`src/rtl/btb_pkg.sv`:
```
// Shared types and constants for the BTB update controller.
// A zero target marks an empty table entry.
package btb_pkg;

  localparam int unsigned DEF_IDX_W  = 8;
  localparam int unsigned DEF_ADDR_W = 16;

  localparam logic [DEF_ADDR_W-1:0] BTB_INVALID = 16'h0000;

  typedef enum logic {
    CLEAR = 1'b0,
    RUN   = 1'b1
  } state_t;

  typedef struct packed {
    logic [DEF_ADDR_W-1:0] pc;
    logic [DEF_ADDR_W-1:0] target;
    logic                  taken;
    logic                  inval;
  } upd_entry_t;

  // Table write data for a queued update.
  function automatic logic [DEF_ADDR_W-1:0] entry_wdata(input upd_entry_t e);
    return e.inval ? BTB_INVALID : e.target;
  endfunction

endpackage

```
`src/rtl/btb_update_ctrl_if.sv`:
```
// Update-request, table-write and status signals of the BTB update controller.
// The slave side is the controller; the master side is EX/MEM, IF and the table.
interface btb_update_ctrl_if #(
  parameter int unsigned IDX_W  = btb_pkg::DEF_IDX_W,
  parameter int unsigned ADDR_W = btb_pkg::DEF_ADDR_W
);

  logic              inv_req;
  logic              wr_hold;
  logic              upd_valid;
  logic              upd_ready;
  logic [ADDR_W-1:0] upd_pc;
  logic [ADDR_W-1:0] upd_target;
  logic              upd_taken;
  logic              upd_inval;
  logic              btb_we;
  logic [IDX_W-1:0]  btb_waddr;
  logic [ADDR_W-1:0] btb_wdata;
  logic              bht_inc;
  logic              bht_dec;
  logic              clr_busy;

  modport master (
    output inv_req, wr_hold, upd_valid, upd_pc, upd_target, upd_taken, upd_inval,
    input  upd_ready, btb_we, btb_waddr, btb_wdata, bht_inc, bht_dec, clr_busy
  );

  modport slave (
    input  inv_req, wr_hold, upd_valid, upd_pc, upd_target, upd_taken, upd_inval,
    output upd_ready, btb_we, btb_waddr, btb_wdata, bht_inc, bht_dec, clr_busy
  );

endinterface

```
`src/rtl/btb_upd_fifo.sv`:
```
// DEPTH-entry synchronous FIFO of pending BTB updates with flush and occupancy count.
// DEPTH must be a power of two so the pointers wrap naturally.
module btb_upd_fifo
  import btb_pkg::*;
#(
  parameter  int unsigned DEPTH = 2,
  localparam int unsigned PTR_W = $clog2(DEPTH),
  localparam int unsigned CNT_W = PTR_W + 1
) (
  input  logic             clk,
  input  logic             reset_n,
  input  logic             flush,
  input  logic             push,
  input  upd_entry_t       push_data,
  input  logic             pop,
  output upd_entry_t       head,
  output logic [CNT_W-1:0] count,
  output logic             empty
);

  upd_entry_t       mem [DEPTH];
  logic [PTR_W-1:0] wr_ptr;
  logic [PTR_W-1:0] rd_ptr;
  logic             full;
  logic             do_push;
  logic             do_pop;

  assign empty   = (count == '0);
  assign full    = (count == CNT_W'(DEPTH));
  // A flush drops everything, including a push offered on the same edge.
  assign do_pop  = pop && !empty && !flush;
  assign do_push = push && !flush && (!full || do_pop);

  always_ff @(posedge clk or negedge reset_n) begin
    if (!reset_n) begin
      wr_ptr <= '0;
      rd_ptr <= '0;
      count  <= '0;
    end else if (flush) begin
      wr_ptr <= '0;
      rd_ptr <= '0;
      count  <= '0;
    end else begin
      if (do_push) wr_ptr <= wr_ptr + PTR_W'(1);
      if (do_pop)  rd_ptr <= rd_ptr + PTR_W'(1);
      case ({do_push, do_pop})
        2'b10:   count <= count + CNT_W'(1);
        2'b01:   count <= count - CNT_W'(1);
        default: count <= count;
      endcase
    end
  end

  // Storage needs no reset; occupancy is tracked by count.
  always_ff @(posedge clk) begin
    if (do_push) mem[wr_ptr] <= push_data;
  end

  assign head = mem[rd_ptr];

endmodule

```
`src/rtl/btb_update_ctrl.sv`:
```
// Owns the BTB write port: paced clear sweep after reset/invalidate, then drains
// queued branch-resolution updates and emits branch-history counter pulses.
module btb_update_ctrl
  import btb_pkg::*;
#(
  parameter int unsigned IDX_W  = DEF_IDX_W,
  parameter int unsigned ADDR_W = DEF_ADDR_W,
  parameter int unsigned DEPTH  = 2
) (
  input logic                clk,
  input logic                reset_n,
  btb_update_ctrl_if.slave   bus
);

  localparam int unsigned SWP_W = IDX_W + 1;
  localparam int unsigned CNT_W = $clog2(DEPTH) + 1;

  state_t            state;
  state_t            state_next;
  logic [SWP_W-1:0]  idx;
  logic [SWP_W-1:0]  idx_next;
  logic              sweep_done;

  upd_entry_t        in_entry;
  upd_entry_t        head;
  logic [CNT_W-1:0]  count;
  logic              empty;
  logic              push;
  logic              pop;
  logic              ready;

  logic              we_d;
  logic [IDX_W-1:0]  waddr_d;
  logic [ADDR_W-1:0] wdata_d;
  logic              inc_d;
  logic              dec_d;
  logic              we_q;
  logic [IDX_W-1:0]  waddr_q;
  logic [ADDR_W-1:0] wdata_q;
  logic              inc_q;
  logic              dec_q;

  logic              unused_pc_hi;

  // Extra index bit flags that the last table entry has been presented.
  assign sweep_done = idx[IDX_W];

  assign ready = (count < CNT_W'(DEPTH)) && (state == RUN);
  assign push  = bus.upd_valid && ready && !bus.inv_req;

  always_comb begin
    in_entry        = '0;
    in_entry.pc     = DEF_ADDR_W'(bus.upd_pc);
    in_entry.target = DEF_ADDR_W'(bus.upd_target);
    in_entry.taken  = bus.upd_taken;
    in_entry.inval  = bus.upd_inval;
  end

  btb_upd_fifo #(
    .DEPTH (DEPTH)
  ) u_fifo (
    .clk       (clk),
    .reset_n   (reset_n),
    .flush     (bus.inv_req),
    .push      (push),
    .push_data (in_entry),
    .pop       (pop),
    .head      (head),
    .count     (count),
    .empty     (empty)
  );

  // Only the low index bits of the PC address the table.
  assign unused_pc_hi = ^head.pc[DEF_ADDR_W-1:IDX_W];

  // State register
  always_ff @(posedge clk or negedge reset_n) begin
    if (!reset_n) begin
      state <= CLEAR;
      idx   <= '0;
    end else begin
      state <= state_next;
      idx   <= idx_next;
    end
  end

  // Next-state logic; invalidate restarts the sweep from any state.
  always_comb begin
    state_next = state;
    idx_next   = idx;
    if (bus.inv_req) begin
      state_next = CLEAR;
      idx_next   = '0;
    end else if (state == CLEAR) begin
      if (sweep_done) begin
        state_next = RUN;
      end else begin
        idx_next = idx + SWP_W'(1);
      end
    end
  end

  // Output logic: next values of the write-port registers and the dequeue strobe.
  always_comb begin
    we_d    = 1'b0;
    inc_d   = 1'b0;
    dec_d   = 1'b0;
    waddr_d = waddr_q;
    wdata_d = wdata_q;
    pop     = 1'b0;
    if (!bus.inv_req) begin
      if (state == CLEAR) begin
        if (!sweep_done) begin
          we_d    = 1'b1;
          waddr_d = idx[IDX_W-1:0];
          wdata_d = ADDR_W'(BTB_INVALID);
        end
      end else if (!bus.wr_hold && !empty) begin
        pop     = 1'b1;
        we_d    = 1'b1;
        waddr_d = head.pc[IDX_W-1:0];
        wdata_d = ADDR_W'(entry_wdata(head));
        inc_d   = head.taken && !head.inval;
        dec_d   = !head.taken && !head.inval;
      end
    end
  end

  always_ff @(posedge clk or negedge reset_n) begin
    if (!reset_n) begin
      we_q    <= 1'b0;
      waddr_q <= '0;
      wdata_q <= '0;
      inc_q   <= 1'b0;
      dec_q   <= 1'b0;
    end else begin
      we_q    <= we_d;
      waddr_q <= waddr_d;
      wdata_q <= wdata_d;
      inc_q   <= inc_d;
      dec_q   <= dec_d;
    end
  end

  assign bus.btb_we    = we_q;
  assign bus.btb_waddr = waddr_q;
  assign bus.btb_wdata = wdata_q;
  assign bus.bht_inc   = inc_q;
  assign bus.bht_dec   = dec_q;
  assign bus.clr_busy  = (state == CLEAR);
  assign bus.upd_ready = ready;

endmodule

```
`src/flat_wrapper.sv`:
```
// flat-port wrapper written by rule: the top's interface ports become plain ports
module btb_update_ctrl_flat import btb_pkg::*;
#(
  parameter int unsigned IDX_W  = DEF_IDX_W,
  parameter int unsigned ADDR_W = DEF_ADDR_W,
  parameter int unsigned DEPTH  = 2
)
  (clk, reset_n, bus_inv_req, bus_wr_hold, bus_upd_valid, bus_upd_pc, bus_upd_target, bus_upd_taken, bus_upd_inval, bus_upd_ready, bus_btb_we, bus_btb_waddr, bus_btb_wdata, bus_bht_inc, bus_bht_dec, bus_clr_busy);
  btb_update_ctrl_if #(.IDX_W(IDX_W), .ADDR_W(ADDR_W)) bus_i ();
  input logic clk;
  input logic reset_n;
  input wire logic [$bits(bus_i.inv_req)-1:0] bus_inv_req;
  input wire logic [$bits(bus_i.wr_hold)-1:0] bus_wr_hold;
  input wire logic [$bits(bus_i.upd_valid)-1:0] bus_upd_valid;
  input wire logic [$bits(bus_i.upd_pc)-1:0] bus_upd_pc;
  input wire logic [$bits(bus_i.upd_target)-1:0] bus_upd_target;
  input wire logic [$bits(bus_i.upd_taken)-1:0] bus_upd_taken;
  input wire logic [$bits(bus_i.upd_inval)-1:0] bus_upd_inval;
  output wire logic [$bits(bus_i.upd_ready)-1:0] bus_upd_ready;
  output wire logic [$bits(bus_i.btb_we)-1:0] bus_btb_we;
  output wire logic [$bits(bus_i.btb_waddr)-1:0] bus_btb_waddr;
  output wire logic [$bits(bus_i.btb_wdata)-1:0] bus_btb_wdata;
  output wire logic [$bits(bus_i.bht_inc)-1:0] bus_bht_inc;
  output wire logic [$bits(bus_i.bht_dec)-1:0] bus_bht_dec;
  output wire logic [$bits(bus_i.clr_busy)-1:0] bus_clr_busy;
  assign bus_i.inv_req = bus_inv_req;
  assign bus_i.wr_hold = bus_wr_hold;
  assign bus_i.upd_valid = bus_upd_valid;
  assign bus_i.upd_pc = bus_upd_pc;
  assign bus_i.upd_target = bus_upd_target;
  assign bus_i.upd_taken = bus_upd_taken;
  assign bus_i.upd_inval = bus_upd_inval;
  assign bus_upd_ready = bus_i.upd_ready;
  assign bus_btb_we = bus_i.btb_we;
  assign bus_btb_waddr = bus_i.btb_waddr;
  assign bus_btb_wdata = bus_i.btb_wdata;
  assign bus_bht_inc = bus_i.bht_inc;
  assign bus_bht_dec = bus_i.bht_dec;
  assign bus_clr_busy = bus_i.clr_busy;
  btb_update_ctrl #(.IDX_W(IDX_W), .ADDR_W(ADDR_W), .DEPTH(DEPTH)) u_core (.clk(clk), .reset_n(reset_n), .bus(bus_i));
endmodule
```
`config.mk`:
```
export PLATFORM = sky130hd
export DESIGN_NAME = btb_update_ctrl_flat
export DESIGN_NICKNAME = d
export VERILOG_FILES = /design/src/rtl/btb_pkg.sv /design/src/rtl/btb_update_ctrl_if.sv /design/src/rtl/btb_upd_fifo.sv /design/src/rtl/btb_update_ctrl.sv /design/src/flat_wrapper.sv
export SDC_FILE = /design/constraint.sdc
export NUM_CORES = 1
export LEC_CHECK = 0
export CELL_PAD_IN_SITES_DETAIL_PLACEMENT = 0
export CELL_PAD_IN_SITES_GLOBAL_PLACEMENT = 1
export CORE_AREA = 8 8 203 108
export CTS_CLUSTER_DIAMETER = 40
export CTS_CLUSTER_SIZE = 30
export DETAILED_ROUTE_END_ITERATION = 8
export DIE_AREA = 0 0 211 116
export PLACE_DENSITY_LB_ADDON = 0.12
export SKIP_LAST_GASP = 1
export SLEW_MARGIN = 20
export SYNTH_ARGS = -nofsm -noshare
export SYNTH_HDL_FRONTEND = slang
export SYNTH_HIERARCHICAL = 1
export SYNTH_SLANG_ARGS = --single-unit
```
`constraint.sdc`:
```
create_clock -name clk -period 9.9 [get_ports clk]
set_clock_uncertainty 0.15 [all_clocks]
set_input_delay 1.485 -clock clk [delete_from_list [all_inputs] [get_ports clk]]
set_output_delay 1.485 -clock clk [all_outputs]
set_load 0.02 [all_outputs]
```
## After elaboration in Yosys (flattened, before gate mapping)

Memory sizes are Yosys's and may differ from the RTL's.
Index checks and enable logic that the tools add are counted.

| word-level totals | value |
|---|---|
| register bits | 41 |
| bits in latches | 0 |
| bits in writable memories | 68 |
| bits in read-only memories | 0 |
| input bits | 39 |
| output and inout bits | 29 |
| memories | 1 |

| cells by class | value |
|---|---|
| $add $sub $neg | 5 |
| multiply operators | 0 |
| divide/modulo/power cells | 0 |
| order comparisons | 1 |
| equal/unequal tests | 7 |
| shift-type cells | 0 |
| multiplexer cells | 33 |
| bitwise operators | 2 |
| reduce and logical (&&, ||, !) cells | 23 |

Memory list:

| memory | depth | width | rd ports | clocked after Yosys merged registers in | wr ports | line | text |
|---|---|---|---|---|---|---|---|
| u_core.u_fifo.mem | 2 | 34 | 1 | 0 | 1 | btb_upd_fifo.sv:21 | `upd_entry_t mem [DEPTH];` |

Operator list:

| cell | number |
|---|---|
| two-way mux 16 bit | 4 |
| two-way mux 9 bit | 3 |
| two-way mux 8 bit | 3 |
| two-way mux 1 bit | 21 |
| logical AND 1 bit | 10 |
| adder 9 x 1 -> 9 bit (second input constant) | 1 |
| logical NOT 1 bit | 6 |
| inequality test 2 bit (second input constant) | 3 |
| == test 2 bit (second input constant) | 2 |
| one-hot mux 2 bit (2 select lines) | 1 |
| nonzero test 2 bit | 2 |
| AND reduction 3 bit | 1 |
| nonzero test 3 bit | 1 |
| adder 1 bit (second input constant) | 2 |
| adder 2 x 1 -> 2 bit (second input constant) | 1 |
| == test 2 x 1 -> 1 bit (second input constant) | 1 |
| logical NOT 2 bit | 1 |
| less-than comparator 2 bit (second input constant) | 1 |
| two-way mux 2 bit | 1 |
| inequality test 2 x 1 -> 1 bit (second input constant) | 1 |
| NOT 1 bit | 2 |
| AND reduction 2 bit | 1 |
| subtractor 2 x 1 -> 2 bit (second input constant) | 1 |
| logical OR 1 bit | 1 |

## Logic depth before layout (Yosys ltp)

| depth | value |
|---|---|
| depth after elaboration | 13 |
| gate-level depth with buffers | 8 |
| depth with buffers taken out | 6 |

## By module

The synthesis kept the hierarchy.

By module, submodules not included:

| module | instances | cells an instance | area each (um^2) | sequential area each (um^2) |
|---|---|---|---|---|
| btb_upd_fifo | 1 | 131 | 2,717.6 | 2,142.1 |
| btb_update_ctrl | 1 | 162 | 1,771.7 | 925.9 |

## Worst setup path after synthesis

OpenSTA, ideal clock, no wires.

| timing | value |
|---|---|
| path kind | input to register |
| start point | input port bus_inv_req |
| end point | memory u_core/u_fifo/mem[1][0] in the netlist's numbering, enable pin |
| arrival | 5.317 ns |
| slack | 3.958 ns |
| stages | 5 |
| path buffers | 2 |
| path through | clkbuf_1 -> clkbuf_1 -> nor4b_1 -> o21ai_2 -> nor3b_1 |

| on the way | value |
|---|---|
| elaborated cells between the ends (all ways) | 10 |
| classes of those cells | mux: 3; reduce/logical: 7 |

RTL lines:

| element | line | text |
|---|---|---|
| start: declaration | flat_wrapper.sv:12 | `input wire logic [$bits(bus_i.inv_req)-1:0] bus_inv_req;` |
| logical NOT 1 bit | btb_update_ctrl.sv:49 | `assign push = bus.upd_valid && ready && !bus.inv_req;` |
| logical AND 1 bit | btb_update_ctrl.sv:49 |  |
| named net u_core.push | btb_update_ctrl.sv:28 | `logic push;` |
| logical AND 1 bit (2 in series) | btb_upd_fifo.sv:32 | `assign do_push = push && !flush && (!full \|\| do_pop);` |
| two-way mux 1 bit | btb_upd_fifo.sv:56 | `if (do_push) mem[wr_ptr] <= push_data;` |
| two-way mux 1 bit (not written as such) | btb_upd_fifo.sv:56 |  |
| end: declaration | btb_upd_fifo.sv:21 |  |

The timed path passes the listed nets, and every way through them passes these cells.

## Worst setup path after layout

| timing | value |
|---|---|
| start point | input port bus_inv_req |
| end point | memory u_core/u_fifo/mem[1][18] in the netlist's numbering, enable pin |

The elaborated chain is that of the path after synthesis.

==> flow_summary_export.csv <==
group,metric,value,unit
timing,worst_pin_slew,993,ps
cts,cts_root_buffer,"clkbuf_16",
setup_path,timing.rr.start,"u_core/state",
setup_path,crit_fanout,26,
worst_hold_path,hp-class,"reg2reg",
placed_design,port_buffers,59,
worst_hold_path,holdPathEnd,"u_core/bus.btb_waddr[3]",
placed_design,hpwl,6130,um
power,power.internal,0.625,mW
power,leakage,1.86,nW
die,rows,36,
grt,grt_pass1_wl,14300,um
yosys,syn-cell-area,0.00392,mm2
cts,cts_resized,0,
cts,clk_latency,350,ps
setup_path,start_kind,"input port",
timing,fmax,0.250,GHz
grt,grt_pass1_vias,2373,
timing,max-slew-margin-rel,32.9,%
setup_path,r2r_end,"u_core/u_fifo/mem[1][18]",
final_layout,areaGrowthSynthToFinish,29.9,%
cts,cts_made_buffers,9,
final_layout,insertedDiodeCount,0,
die,die_h,116,um
final_layout,layout.nets,372,
power,p_sw_share,21.1,%
routing,drc,0,
timing,fin_crit,4000,ps
cts,cts_tree,"yes",
power,clkPwrFrac,43.1,%
timing,setup_tns,0,ps
cts,clock-sinks,93,
setup_path,cp.required,9750,ps
timing,fin_crit_sh,40.4,%
routing,viasPerCell,3.66,
grt,overflow,0,
run_status,outcome,"complete, no violations",
grt,grt_max_degree,42,
routing,first_iter_violations,76,
die,initial_utilization,20.6,%
die,coreArea,0.0191,mm2
routing,drtAntennaViolNets,0,
yosys,syn-num-nets,309,
power,p_per_area,156,mW/mm2
die,die_x,211,um
power,comb_power_share,4.7,%
worst_hold_path,holdPathStages,1,
cts,cts_hold_buf,0,
cts,cts_buffer_depth,2,
yosys,syn_avg_cell_area,14.6,um2
yosys,ys_warn_count,6,
routing,wl_per_cell,15.3,um
power,switchingPower,0.168,mW
routing,dr.pass1.iters,4,
run,cap_violations,0,
setup_path,critPathArrivalTime,3850,ps
cts,htree_num_levels,3,
timing,finalHoldViolations,0,
timing,rsz0062_at_grt,"false",
placed_design,place_area,0.00480,mm2
setup_path,path_class,"in2reg",
placed_design,gp_congestion,0.666,
timing,drv_slew,0,
cts,clk_pin_slew,60,ps
die,ios,68,
yosys,postSynthCellCount,269,
power,peakVddDrop,0.0727,mV
setup_path,reg2reg_depth,5,
grt,antenna_found_initial,0,
final_layout,drive_gt1_share,22.8,%
worst_hold_path,worstHoldStart,"u_core/bus.btb_waddr[3]",
die,fp.dieArea,0.0245,mm2
cts,cts_setup_buffers,0,
setup_path,r2r_setup_slack,6700,ps
final_layout,final_area,0.00509,mm2
grt,gr-usage-all-layers,7.93,%
timing,finalSetupViolations,0,
routing,wl,9240,um
setup_path,endpoint_kind,"flip-flop",
power,p_seq_share,52.2,%
routing,dr_total_vias,2208,
[flip-flops by register name, indices dropped and copies added (netlist names)]
| name | flops |
|---|---|
| u_core/u_fifo/rd_ptr | 1 |
| u_core/u_fifo/mem | 52 |
| u_core/state | 1 |
| u_core/bus.btb_wdata | 16 |
| u_core/bus.bht_dec | 1 |
| u_core/u_fifo/wr_ptr | 1 |
| u_core/bus.btb_waddr | 8 |
| u_core/bus.bht_inc | 1 |
| u_core/idx | 9 |
| u_core/bus.btb_we | 1 |
| u_core/u_fifo/count | 2 |
[layout by cell type (no fill, tap or decap), drive strengths merged, types with 4 or more instances in the layout]
master	instances
dfrtp	41
mux2i	16
buf	7
mux2	45
a21oi	7
clkbuf	9
nor2b	6
edfxtp	52
clkinv	4
nor2	15
clkdlybuf4s50	58
inv	18
nand2	24
[area by class of cell]
class	count	area, um2
multi-input cells	145	1180
fillers	1984	14000
flip-flops and latches	93	2590
clock buffers	9	225
clock inverters	7	66.3
well taps	266	333
inverters	18	67.6
repair buffers	65	631
[metal layers]
metal,vias to the layer above,part of all wire (%),track usage [%]
met5,-,0,0
met4,0,0.88,1.95
met3,8,5.8,3.75
met2,40,42,11.8
met1,1084,51,10.3
li1,1076,-,-
[through the flow]
step | setup slack [ps] | power (mW) | hold WS, ps | std cells | utilization [%]
floorplan | 4560 | 0.435 | 359 | 269 | -
global placement | 5480 | 0.460 | 352 | 587 | 25.2
detailed placement | 5510 | 0.461 | 347 | 587 | 25.2
CTS | 5860 | 0.813 | 370 | 603 | 26.7
global route | 5690 | 0.829 | 385 | 603 | 26.7
finish | 5900 | 0.793 | 363 | 603 | 26.7
[critical path, stage by stage]
cell and delay, ps:
clkdlybuf4s50_1 410, buf_4 230, nor4b_1 880, o21ai_2 210
nor3b_2 220, buf_4 380
[power groups by stage]
stage	logic (mW)	registers, mW	clock network [mW]
global route	0.0410	0.414	0.373
CTS	0.0387	0.414	0.360
detailed placement	0.0384	0.422	0
floorplan	0.0110	0.424	0
global placement	0.0381	0.422	0
finish	0.0371	0.414	0.342
[worst max-delay path by stage]
stage,end,cells past startpoint,slack [ps],startpoint
floorplan,u_core/u_fifo/mem[1][0],5,4560,bus_inv_req
global placement,u_core/u_fifo/mem[1][19],6,5480,bus_inv_req
detailed placement,u_core/u_fifo/mem[1][19],6,5510,bus_inv_req
CTS,u_core/u_fifo/mem[1][18],6,5860,bus_inv_req
global route,u_core/u_fifo/mem[1][10],6,5690,bus_inv_req
finish,u_core/u_fifo/mem[1][18],6,5900,bus_inv_req
No activity file was read; power rests on OpenSTA's default activity.
